==> src/rtl/seg7_reg_display.sv <==
// Four-digit multiplexed seven-segment display of a selectable processor register.
// The shown value is snapshotted once per frame (or on reselection) so digits never tear.
module seg7_reg_display #(
  parameter int unsigned REFRESH_DIV = 50000,
  parameter int unsigned BLANK       = 4
) (
  input  logic        clk_fpga,
  input  logic        rst,
  input  logic        sel_pulse,
  input  logic [3:0]  pc,
  input  logic [15:0] o_r0,
  input  logic [15:0] o_r1,
  input  logic [15:0] o_r2,
  input  logic [15:0] o_r3,
  input  logic [15:0] o_b,
  output logic [3:0]  an,
  output logic [6:0]  seg,
  output logic        dp,
  output logic [2:0]  sel_idx
);

  localparam int unsigned PW = 16;
  localparam logic [PW-1:0] TERM    = PW'(REFRESH_DIV - 1);
  localparam logic [PW-1:0] BLANK_C = PW'(BLANK);
  localparam logic [2:0]    SEL_B   = 3'd4;
  localparam logic [2:0]    SEL_PC  = 3'd5;

  logic          run, run_nxt;
  logic [PW-1:0] presc, presc_nxt;
  logic [1:0]    digit, digit_nxt;
  logic [15:0]   snap, snap_nxt;
  logic          sel_load;
  logic [2:0]    sel_nxt;
  logic [15:0]   src;
  logic          load;
  logic [3:0]    an_nxt;
  logic [6:0]    seg_nxt;
  logic          dp_nxt;

  function automatic logic [6:0] hex_to_seg(input logic [3:0] n);
    case (n)
      4'h0: hex_to_seg = 7'h40;
      4'h1: hex_to_seg = 7'h79;
      4'h2: hex_to_seg = 7'h24;
      4'h3: hex_to_seg = 7'h30;
      4'h4: hex_to_seg = 7'h19;
      4'h5: hex_to_seg = 7'h12;
      4'h6: hex_to_seg = 7'h02;
      4'h7: hex_to_seg = 7'h78;
      4'h8: hex_to_seg = 7'h00;
      4'h9: hex_to_seg = 7'h10;
      4'hA: hex_to_seg = 7'h08;
      4'hB: hex_to_seg = 7'h03;
      4'hC: hex_to_seg = 7'h46;
      4'hD: hex_to_seg = 7'h21;
      4'hE: hex_to_seg = 7'h06;
      default: hex_to_seg = 7'h0E;
    endcase
  endfunction

  // State register; run is clear only until the first edge after reset.
  always_ff @(posedge clk_fpga or posedge rst) begin
    if (rst) begin
      run      <= 1'b0;
      presc    <= '0;
      digit    <= 2'd0;
      snap     <= 16'h0000;
      sel_idx  <= 3'd0;
      sel_load <= 1'b0;
      an       <= 4'b1111;
      seg      <= 7'h7F;
      dp       <= 1'b1;
    end else begin
      run      <= run_nxt;
      presc    <= presc_nxt;
      digit    <= digit_nxt;
      snap     <= snap_nxt;
      sel_idx  <= sel_nxt;
      sel_load <= sel_pulse;
      an       <= an_nxt;
      seg      <= seg_nxt;
      dp       <= dp_nxt;
    end
  end

  // Next state; loads use the post-edge selection so a pulse on the frame wrap shows the new source.
  always_comb begin
    run_nxt   = 1'b1;
    presc_nxt = presc;
    digit_nxt = digit;
    load      = 1'b0;
    sel_nxt   = sel_idx;
    if (sel_pulse) sel_nxt = (sel_idx == SEL_PC) ? 3'd0 : sel_idx + 3'd1;
    if (!run) begin
      presc_nxt = '0;
      digit_nxt = 2'd0;
      load      = 1'b1;
    end else if (presc == TERM) begin
      presc_nxt = '0;
      digit_nxt = digit + 2'd1;
      load      = (digit == 2'd3);
    end else begin
      presc_nxt = presc + PW'(1);
    end
    if (sel_load) load = 1'b1;
    case (sel_nxt)
      3'd1:    src = o_r1;
      3'd2:    src = o_r2;
      3'd3:    src = o_r3;
      3'd4:    src = o_b;
      3'd5:    src = {12'h000, pc};
      default: src = o_r0;
    endcase
    snap_nxt = load ? src : snap;
  end

  // Output next values; seg/dp only change at slot start, when the anodes are off.
  always_comb begin
    an_nxt  = (presc_nxt < BLANK_C) ? 4'b1111 : ~(4'b0001 << digit_nxt);
    seg_nxt = seg;
    dp_nxt  = dp;
    if (presc_nxt == '0) begin
      if (sel_nxt == SEL_PC && digit_nxt != 2'd0) seg_nxt = 7'h7F;
      else seg_nxt = hex_to_seg(snap_nxt[{digit_nxt, 2'b00} +: 4]);
      dp_nxt = !(sel_nxt == SEL_B && digit_nxt == 2'd0);
    end
  end

endmodule

==> config.mk <==
export PLATFORM = sky130hd
export DESIGN_NAME = seg7_reg_display
export DESIGN_NICKNAME = d
export VERILOG_FILES = /design/src/rtl/seg7_reg_display.sv
export SDC_FILE = /design/constraint.sdc
export NUM_CORES = 1
export LEC_CHECK = 0
export ABC_AREA = 0
export CAP_MARGIN = 0
export CORE_MARGIN = 2
export CORE_UTILIZATION = 45
export DETAILED_ROUTE_END_ITERATION = 6
export PLACE_DENSITY = 0.85
export SLEW_MARGIN = 20
export SYNTH_ARGS = -nofsm -noshare
export SYNTH_HDL_FRONTEND = slang
export SYNTH_SLANG_ARGS = --single-unit
==> constraint.sdc <==
create_clock -name clk_fpga -period 3.75 [get_ports clk_fpga]
set_input_delay 1.125 -clock clk_fpga [delete_from_list [all_inputs] [get_ports clk_fpga]]
set_output_delay 1.125 -clock clk_fpga [all_outputs]
set_load 0.01 [all_outputs]
==> impl_metrics.toml <==
[sta]
clock_skew_ns = 0.01387
setup_slack_ns = 0.1663
worst_pin_slew_ns = 0.8510
min_period_over_period_pct = 95.57
finalMaxSlewViolations = 0
finalHoldViolCount = 0
max_freq_mhz = 279.0
finalCriticalPeriod_ns = 3.584
maxSlewHeadroom_pct = 43.20
setup_viol = 0
holdWs_ns = 0.4871

[cts]
cts_tree = "built"
cts_buffers = 5
cts.path.max_buffers = 2
clk_latency_ns = 0.32
cts_num_sinks = 51
cts.clk_slew.worst_paths_ns = 0.09
htreeDepth = 2
cts_root_buffer = "clkbuf_8"

[grt]
grt_pass1_vias = 4151
grtUsageTotal_pct = 27.09
antenna_found_initial = 0
grt_max_degree = 52
overflow = 0
grt_pass1_wl_um = 20810

[logic_synthesis]
synth.avg_cell_area_um2 = 8.801
syn_inst = 439
synth_flop_cell = "dfrtp_1"
synth_area_mm2 = 0.003864
ys_async_sr_fraction_pct = 100.0
synth.distinct_cells = 79
yosysTopAreaCell = "dfrtp_1"
synth_area_leaders = "dfrtp_1, dfstp_2, nor2_1"
ys_seq_area_share_pct = 33.42
synthTopCellsByCount = "nor2_1, dfrtp_1, nand2_1"
yosysMostFrequentCell = "nor2_1"
synth_warnings = 0
synth_enable_flop_cells = 0
synth_top_area_share_pct = 25.26
ys_ff_latch = 51
synth_nets = 534

[setup_path]
worstPathArrival_ns = 3.83
critical-path-top-delay-family = "compound AO/OA/AOI/OAI gates"
endpoint_kind = "flop"
reg2regPathDepth = 11
cp-startpoint = "sel_pulse"
slowest_delay_ns = 0.37
slowest_stage = "a222oi_1"
cp.required_ns = 3.99
start_kind = "input pin"
cp.depth = 13
worstPathCellList = "clkbuf_2 -> buf_6 -> and4b_1 -> or2_4 -> a221o_1 -> a21oi_2 -> o21ai_2 -> a222oi_1 -> nand2_1 -> ha_2 -> a21boi_4 -> and2_1 -> o32a_1"
timing.rr.start = "presc[4]"
r2r_slack_ns = 0.20
endpoint = "seg[2]"
crit_fanout = 7
timing.rr.end = "seg[2]"
path_buf_inv = 2
worst-setup-path-type = "in2reg"

[pwr]
vdd_drop_max_uv = 381.8
power.total_mw = 3.395
powerDensity_mw_per_mm2 = 606.4
p_leak_nw = 2.272

[floorplanning]
die_area_mm2 = 0.009343
die_y_um = 96.66
rows = 33
die_w_um = 96.66
ios = 102
initial_utilization_pct = 46.79
core_area_mm2 = 0.008258

[run_status]
status = "finished, final reports clean"

[routing]
drc_errors = 0
via_per_inst = 6.121
ant_nets = 0
drt_iter0_drc = 342
firstDrtPassIters = 6
wl_per_cell_um = 18.28
drt_wl_total_um = 12560
vias = 4205

[cells_and_area]
fillers = 653
finalNonFillerCells = 687
final_core_util_pct = 67.80
final-seq-area_mm2 = 0.001291
multi_input_area_mm2 = 0.002506
nets = 676
diodes = 0
syn2layout_area_growth_pct = 44.92
drive_gt1_share_pct = 22.51

[min_path]
hold_class = "reg2reg"

[placed_design]
numPlacedInstances = 674
gp_congestion = 1.015
io_buffers = 101
post-dp-hpwl_um = 9769
dpl_worst_slack_ns = -0.5353

[flow_run]
drv_cap = 0
[power by group]
group / total, mW / leakage, nW / internal [mW] / switching, mW
Clock: 0.459 / 0.0654 / 0.267 / 0.192
Combinational: 2.06 / 1.58 / 1.06 / 0.998
Sequential: 0.876 / 0.627 / 0.732 / 0.144
Total: 3.40 / 2.27 / 2.06 / 1.33
[worst reg2reg max path, delay by kind of cell (launching register included)]
family	cells	cell delay, ns
AND/OR/NAND/NOR	5	1.38
AO/OA/AOI/OAI	3	0.86
multiplexers	1	0.38
adder cells (fa/ha/maj)	1	0.23
buffers and inverters	1	0.14
flip-flops	1	0.47
[logic make-up after synthesis]
| family | Yosys count | synth area share, % |
|---|---|---|
| buffers and inverters | 40 | 4.469 |
| adders and majority gates | 8 | 2.591 |
| AOI/OAI and AO/OA | 125 | 25.29 |
| and+or+nand+nor | 178 | 24.74 |
| xor gates and xnor gates | 14 | 3.174 |
| muxes | 22 | 6.218 |
| DFF | 51 | 33.42 |
| other | 1 | 0.09706 |
[sequential cells by signal (all words and copies together), names as in the netlist]
register  count
an            4
seg           7
sel_load      1
dp            1
presc        16
digit         2
snap         16
sel_idx       3
run           1
[placed cells by master, fill, tap and decap left out, drive strengths merged, types with 7 or more instances in the layout]
cell type	count
clkdlybuf4s50	99
nand4	7
ha	8
buf	61
nand3	17
inv	10
a222oi	9
o21ai	23
mux2	13
dfrtp	39
mux2i	9
clkbuf	7
dfstp	12
nor2b	10
a21o	7
a31oi	8
nand2	33
a21oi	12
nor2	45
and2	9
xnor2	9
nor3	18
[per-layer routing]
layer	global-route usage [%]	up-vias	share of wire (%)
met2	43.64	226	48
met4	8.126	0	2.2
met3	4.552	27	7.2
met5	0	-	0
li1	-	1948	-
met1	37.48	2004	42
[how the worst min path moves through the flow]
stage                          end  cells past startpoint      from  slack [ns]
after floorplan           snap[13]                      1  snap[13]        0.45
after global placement     snap[6]                      1   snap[6]        0.46
after detailed placement  snap[10]                      2  snap[10]        0.47
after CTS                 snap[10]                      2  snap[10]        0.49
after global routing      snap[13]                      1  snap[13]        0.51
final                     snap[13]                      1  snap[13]        0.49
[per-stage QoR]
step                      instance area [um^2]  setup TNS [ns]
final                                     5599               0
after global routing                      5599       -0.008840
after CTS                                 5527               0
after detailed placement                  5333          -3.288
after global placement                    5333          -2.845
after floorplan                           3900               0
[repair_timing]
action | 4_1_cts | 5_1_grt
setup endpoints to repair | 7 | 7
pin swaps | 10 | 14
gates resized for setup | 11 | 18
cloned | 1 | 0
hold buffers | 0 | 0
setup buffers | 4 | 0
[final cells by class]
type / count / area share, %
clock buffer: 6 / 1.296
sequential: 51 / 23.06
inverter: 13 / 0.9162
multi-input combinational: 348 / 44.76
tap: 105 / 2.346
timing repair buffer: 162 / 26.55
clock inverter: 2 / 1.073
Note: power is estimated with default switching activity, not from simulation.
